[config.mk]
export PLATFORM = sky130hd
export DESIGN_NAME = lc3_regfile_sb
export DESIGN_NICKNAME = d
export VERILOG_FILES = /design/src/rtl/lc3_regfile_sb.sv
export SDC_FILE = /design/constraint.sdc
export NUM_CORES = 1
export LEC_CHECK = 0
export BUFFER_PORTS_ARGS = -buffer_cell sky130_fd_sc_hd__buf_2
export CORE_ASPECT_RATIO = 0.7
export CORE_MARGIN = 5
export CORE_UTILIZATION = 57
export DETAILED_ROUTE_END_ITERATION = 10
export PLACE_DENSITY = 0.79
export SYNTH_ARGS = -nofsm -noshare
export SYNTH_HDL_FRONTEND = slang
export SYNTH_SLANG_ARGS = --single-unit
[constraint.sdc]
create_clock -name Clk -period 4.5 [get_ports Clk]
set_input_delay 0.675 -clock Clk [delete_from_list [all_inputs] [get_ports Clk]]
set_output_delay 0.675 -clock Clk [all_outputs]
set_load 0.05 [all_outputs]
[src/rtl/lc3_regfile_sb.sv]
// LC-3 register file with per-register pending-write scoreboard, NZP condition codes and BEN latch.
// Optional build macro REGFILE_BYPASS_EN forwards same-cycle writeback data and busy onto the read ports.
module lc3_regfile_sb #(
    parameter  int WIDTH    = 16,
    parameter  int NREGS    = 8,
    parameter  int PEND_MAX = 3,
    localparam int AW       = $clog2(NREGS),
    localparam int PW       = $clog2(PEND_MAX + 1)
) (
    input  logic             Clk,
    input  logic             Reset,
    input  logic             Issue_Valid,
    input  logic [AW-1:0]    Issue_DR,
    output logic             Issue_Ready,
    input  logic [AW-1:0]    Rd1_Addr,
    output logic [WIDTH-1:0] Rd1_Data,
    output logic             Rd1_Busy,
    input  logic [AW-1:0]    Rd2_Addr,
    output logic [WIDTH-1:0] Rd2_Data,
    output logic             Rd2_Busy,
    input  logic             Wb_Valid,
    input  logic [AW-1:0]    Wb_Addr,
    input  logic [WIDTH-1:0] Wb_Data,
    input  logic             Wb_Ld_CC,
    input  logic             Ld_BEN,
    input  logic [2:0]       Br_Cond,
    output logic [2:0]       NZP,
    output logic             BEN,
    output logic             Wb_Err
);

`ifdef REGFILE_BYPASS_EN
    localparam bit BYPASS = 1'b1;
`else
    localparam bit BYPASS = 1'b0;
`endif

    logic [WIDTH-1:0] regs_q [NREGS];
    logic [PW-1:0]    cnt_q  [NREGS];
    logic [PW-1:0]    cnt_d  [NREGS];
    logic [2:0]       nzp_q, nzp_d;
    logic             ben_q, ben_d;
    logic             err_q, err_d;
    logic             issue_acc;
    logic             underflow;
    logic [NREGS-1:0] inc_vec;
    logic [NREGS-1:0] dec_vec;

    // A full register may still accept an issue when a writeback retires one slot in the same cycle.
    always_comb begin
        Issue_Ready = !Issue_Valid
                      || (cnt_q[Issue_DR] < PW'(PEND_MAX))
                      || (Wb_Valid && (Wb_Addr == Issue_DR));
        issue_acc   = Issue_Valid && Issue_Ready;
    end

    always_comb begin
        inc_vec = '0;
        dec_vec = '0;
        for (int r = 0; r < NREGS; r++) begin
            inc_vec[r] = issue_acc && (Issue_DR == AW'(r));
            dec_vec[r] = Wb_Valid && (Wb_Addr == AW'(r));
        end
    end

    always_comb begin
        underflow = 1'b0;
        for (int r = 0; r < NREGS; r++) begin
            cnt_d[r] = cnt_q[r];
            if (inc_vec[r] && !dec_vec[r]) begin
                cnt_d[r] = cnt_q[r] + PW'(1);
            end else if (dec_vec[r] && !inc_vec[r]) begin
                if (cnt_q[r] == '0) begin
                    underflow = 1'b1;
                end else begin
                    cnt_d[r] = cnt_q[r] - PW'(1);
                end
            end
        end
    end

    always_comb begin
        nzp_d = nzp_q;
        if (Wb_Valid && Wb_Ld_CC) begin
            if (Wb_Data[WIDTH-1]) begin
                nzp_d = 3'b100;
            end else if (Wb_Data == '0) begin
                nzp_d = 3'b010;
            end else begin
                nzp_d = 3'b001;
            end
        end
        // BEN sees the codes as they stand before this edge, never a same-cycle load.
        ben_d = Ld_BEN ? |(nzp_q & Br_Cond) : ben_q;
        err_d = err_q | underflow;
    end

    always_comb begin
        Rd1_Data = regs_q[Rd1_Addr];
        Rd1_Busy = (cnt_q[Rd1_Addr] != '0);
        if (BYPASS && Wb_Valid && (Wb_Addr == Rd1_Addr)) begin
            Rd1_Data = Wb_Data;
            Rd1_Busy = (cnt_d[Rd1_Addr] != '0);
        end
    end

    always_comb begin
        Rd2_Data = regs_q[Rd2_Addr];
        Rd2_Busy = (cnt_q[Rd2_Addr] != '0);
        if (BYPASS && Wb_Valid && (Wb_Addr == Rd2_Addr)) begin
            Rd2_Data = Wb_Data;
            Rd2_Busy = (cnt_d[Rd2_Addr] != '0);
        end
    end

    always_ff @(posedge Clk) begin
        if (Reset) begin
            for (int r = 0; r < NREGS; r++) begin
                regs_q[r] <= '0;
                cnt_q[r]  <= '0;
            end
            nzp_q <= 3'b000;
            ben_q <= 1'b0;
            err_q <= 1'b0;
        end else begin
            if (Wb_Valid) begin
                regs_q[Wb_Addr] <= Wb_Data;
            end
            for (int r = 0; r < NREGS; r++) begin
                cnt_q[r] <= cnt_d[r];
            end
            nzp_q <= nzp_d;
            ben_q <= ben_d;
            err_q <= err_d;
        end
    end

    assign NZP    = nzp_q;
    assign BEN    = ben_q;
    assign Wb_Err = err_q;

endmodule

==> impl_metrics.tcl <==
set metrics [dict create \
    drive_above_1_share_pct 31.1 \
    worstPathCellList "buf_2 > buf_12 > mux4_2 > mux2_2 > buf_2" \
    postCtsSetupRepairBufs 0 \
    area_growth_pct 11.9 \
    path_buf_inv 3 \
    synth.distinct_cells 46 \
    netlist.area_leader.share_pct 45.3 \
    clock_power_share_pct 37.3 \
    hold_end "BEN" \
    die-area_um2 17500 \
    coreArea_um2 14600 \
    finalWirelength_mm 20.4 \
    min_period_ns 3.12 \
    status "finished clean" \
    ant_nets 0 \
    cts-hold-fix-buffers 0 \
    switchingPower_mw 0.920 \
    clockRootBuffer "clkbuf_16" \
    worstRegToRegCells 8 \
    power_frac_comb_pct 16.2 \
    final.setup.tns_ns 0 \
    worstMarginPinSlew_ns 1.28 \
    post_drt_wl_per_cell_um 22.6 \
    crit_fanout 21 \
    cts_buffer_depth 2 \
    worstPathArrival_ns 2.45 \
    viasPerCell 6.19 \
    internal_power_mw 2.59 \
    r2r-start "cnt_q[0][1]" \
    crit_path_start_kind "input pin" \
    antenna_found_initial 0 \
    route.vias.total 5590 \
    syn_inst 634 \
    first_iter_violations 722 \
    grt_pass1_vias 5576 \
    overflow 0 \
    hold_viol_final 0 \
    cp_top_family "buffers and inverters" \
    htreeDepth 4 \
    swShare_pct 26.2 \
    layout_worst_path_cycle_share_pct 69.4 \
    grt_pass1_wl_mm 31.9 \
    cts_buffers 17 \
    crit_top_cell "buf_2" \
    hold_start "Ld_BEN" \
    critPathSlowestCell "mux4_2" \
    fmaxAchievable_ghz 0.320 \
    dr.pass1.iters 5 \
    syn_area_per_cell_um2 13.4 \
    max-slew-margin-rel_pct 14.4 \
    grt_start_max_net_pins 36 \
    yosys-top-cells-count "and2_1, edfxtp_1, mux4_2" \
    hpwl_mm 13.3 \
    ys_seq_area_share_pct 50.2 \
    die_w_um 156 \
    p_leak_nw 3.41 \
    cap_violations 0 \
    rsz0062_at_grt "false" \
    hp-class "input pin to flop" \
    fillers 1086 \
    timing.rr.end "Wb_Err" \
    drc_errors 0 \
    place_congestion 0.866 \
    crit_type "input pin to output port" \
    setup_violations 0 \
    ys_seq_elements 149 \
    peakVddDrop_mv 0.415 \
    cts.sinks 149 \
    cts.clk_slew.worst_paths_ns 0.05 \
    post-place-ws_ns 1.34 \
    maxSlewViolCount 0 \
    cp.required_ns 3.83 \
    synth-edff-count 128 \
    slowest_delay_ns 0.52 \
    synthesis.area_um2 8490 \
    synthTopCellsByArea "edfxtp_1, mux4_2, and2_1, dfxtp_1, mux2_2" \
    setup_ws_ns 1.38 \
    synth_top_area_cell "edfxtp_1" \
    cts_tree "yes" \
    cts_resized 0 \
    skew_ns 0.00316 \
    synth_warnings 0 \
    portBuffers 76 \
    insertion_delay_ns 0.42 \
    synth_ff_type "edfxtp_1" \
    syn-num-nets 687 \
    synthArstFlopShare_pct 0 \
    power_density_nw_per_um2 369 \
    num_rows 37 \
    track_usage_pct 24.4 \
    dieHeight_um 112 \
    r2r_setup_slack_ns 1.92 \
    seqPwrFrac_pct 46.4 \
    num_antenna_cells 0 \
    nets 752 \
    setup.worst_path.end_class "output port" \
    pin_count 77 \
    start_util_pct 58.0 \
    holdPathStages 2 \
]
-- worst max-delay path by stage --
stage                            from          end  cells after the start
after global routing      Rd1_Addr[0]     Rd1_Busy                      5
after CTS                 Rd1_Addr[0]  Rd1_Data[7]                      5
final                     Rd1_Addr[0]  Rd1_Data[7]                      5
after detailed placement  Rd1_Addr[0]  Rd1_Data[7]                      5
after global placement    Rd1_Addr[0]  Rd1_Data[7]                      5
after floorplan           Rd1_Addr[0]     Rd1_Busy                      4
-- stage by stage --
step	power [mW]	utilization, %	hold WS (ns)	cells	area, µm²
final	3.51	65.0	0.445	903	9500
after global routing	3.61	65.0	0.444	903	9500
after CTS	3.52	65.0	0.433	903	9500
after detailed placement	2.22	61.4	0.462	875	8980
after global placement	2.20	61.4	0.452	875	8980
after floorplan	2.07	-	0.484	634	8490
-- power by group through the flow --
stage | clock (mW) | sequential (mW) | combinational (mW)
after floorplan | 0 | 1.64 | 0.428
after global placement | 0 | 1.65 | 0.559
after detailed placement | 0 | 1.65 | 0.570
after CTS | 1.32 | 1.63 | 0.573
after global routing | 1.37 | 1.64 | 0.603
final | 1.31 | 1.63 | 0.570
-- area by class of cell --
class	count	area, µm²	area share, %
Clock buffer	20	437	4.59
Clock inverter	8	87.6	0.922
Inverter	10	37.5	0.395
Multi-Input combinational cell	439	4000	42.0
Sequential cell	149	4260	44.9
Tap cell	195	244	2.57
Timing Repair Buffer	82	438	4.61
-- logic make-up after synthesis --
| logic type | synth area share [%] |
|---|---|
| AOI/OAI and AO/OA | 4.11 |
| buffers and inverters | 2.71 |
| and+or+nand+nor | 17.9 |
| adders and majority gates | 2.36 |
| DFF | 50.2 |
| muxes | 22.4 |
| xor gates and xnor gates | 0.310 |
-- metal layers --
layer	GRT usage, %	vias to the layer above	part of all wire [%]
met2	38.4	288	48
met4	6.53	0	1.0
met5	0	-	0
met3	6.09	21	11
met1	34.4	2776	41
li1	-	2505	-
-- sequential cells by signal, indices dropped and copies added (netlist names) --
register,count
BEN,1
NZP,3
cnt_q,16
Wb_Err,1
regs_q,128
-- layout by cell type (no fill, tap or decap), drive strengths merged, types with 11 or more instances in the layout --
cell type	synthesis	layout
and2	128	128
edfxtp	128	128
buf	16	82
mux4	68	68
nor2	35	35
mux2	32	32
o21ai	29	29
nand2	22	22
dfxtp	21	21
clkbuf	20	20
a21oi	19	19
ha	16	16
nor2b	14	14
or2	12	12
nand2b	11	11
(Power assumes the default switching activity.)
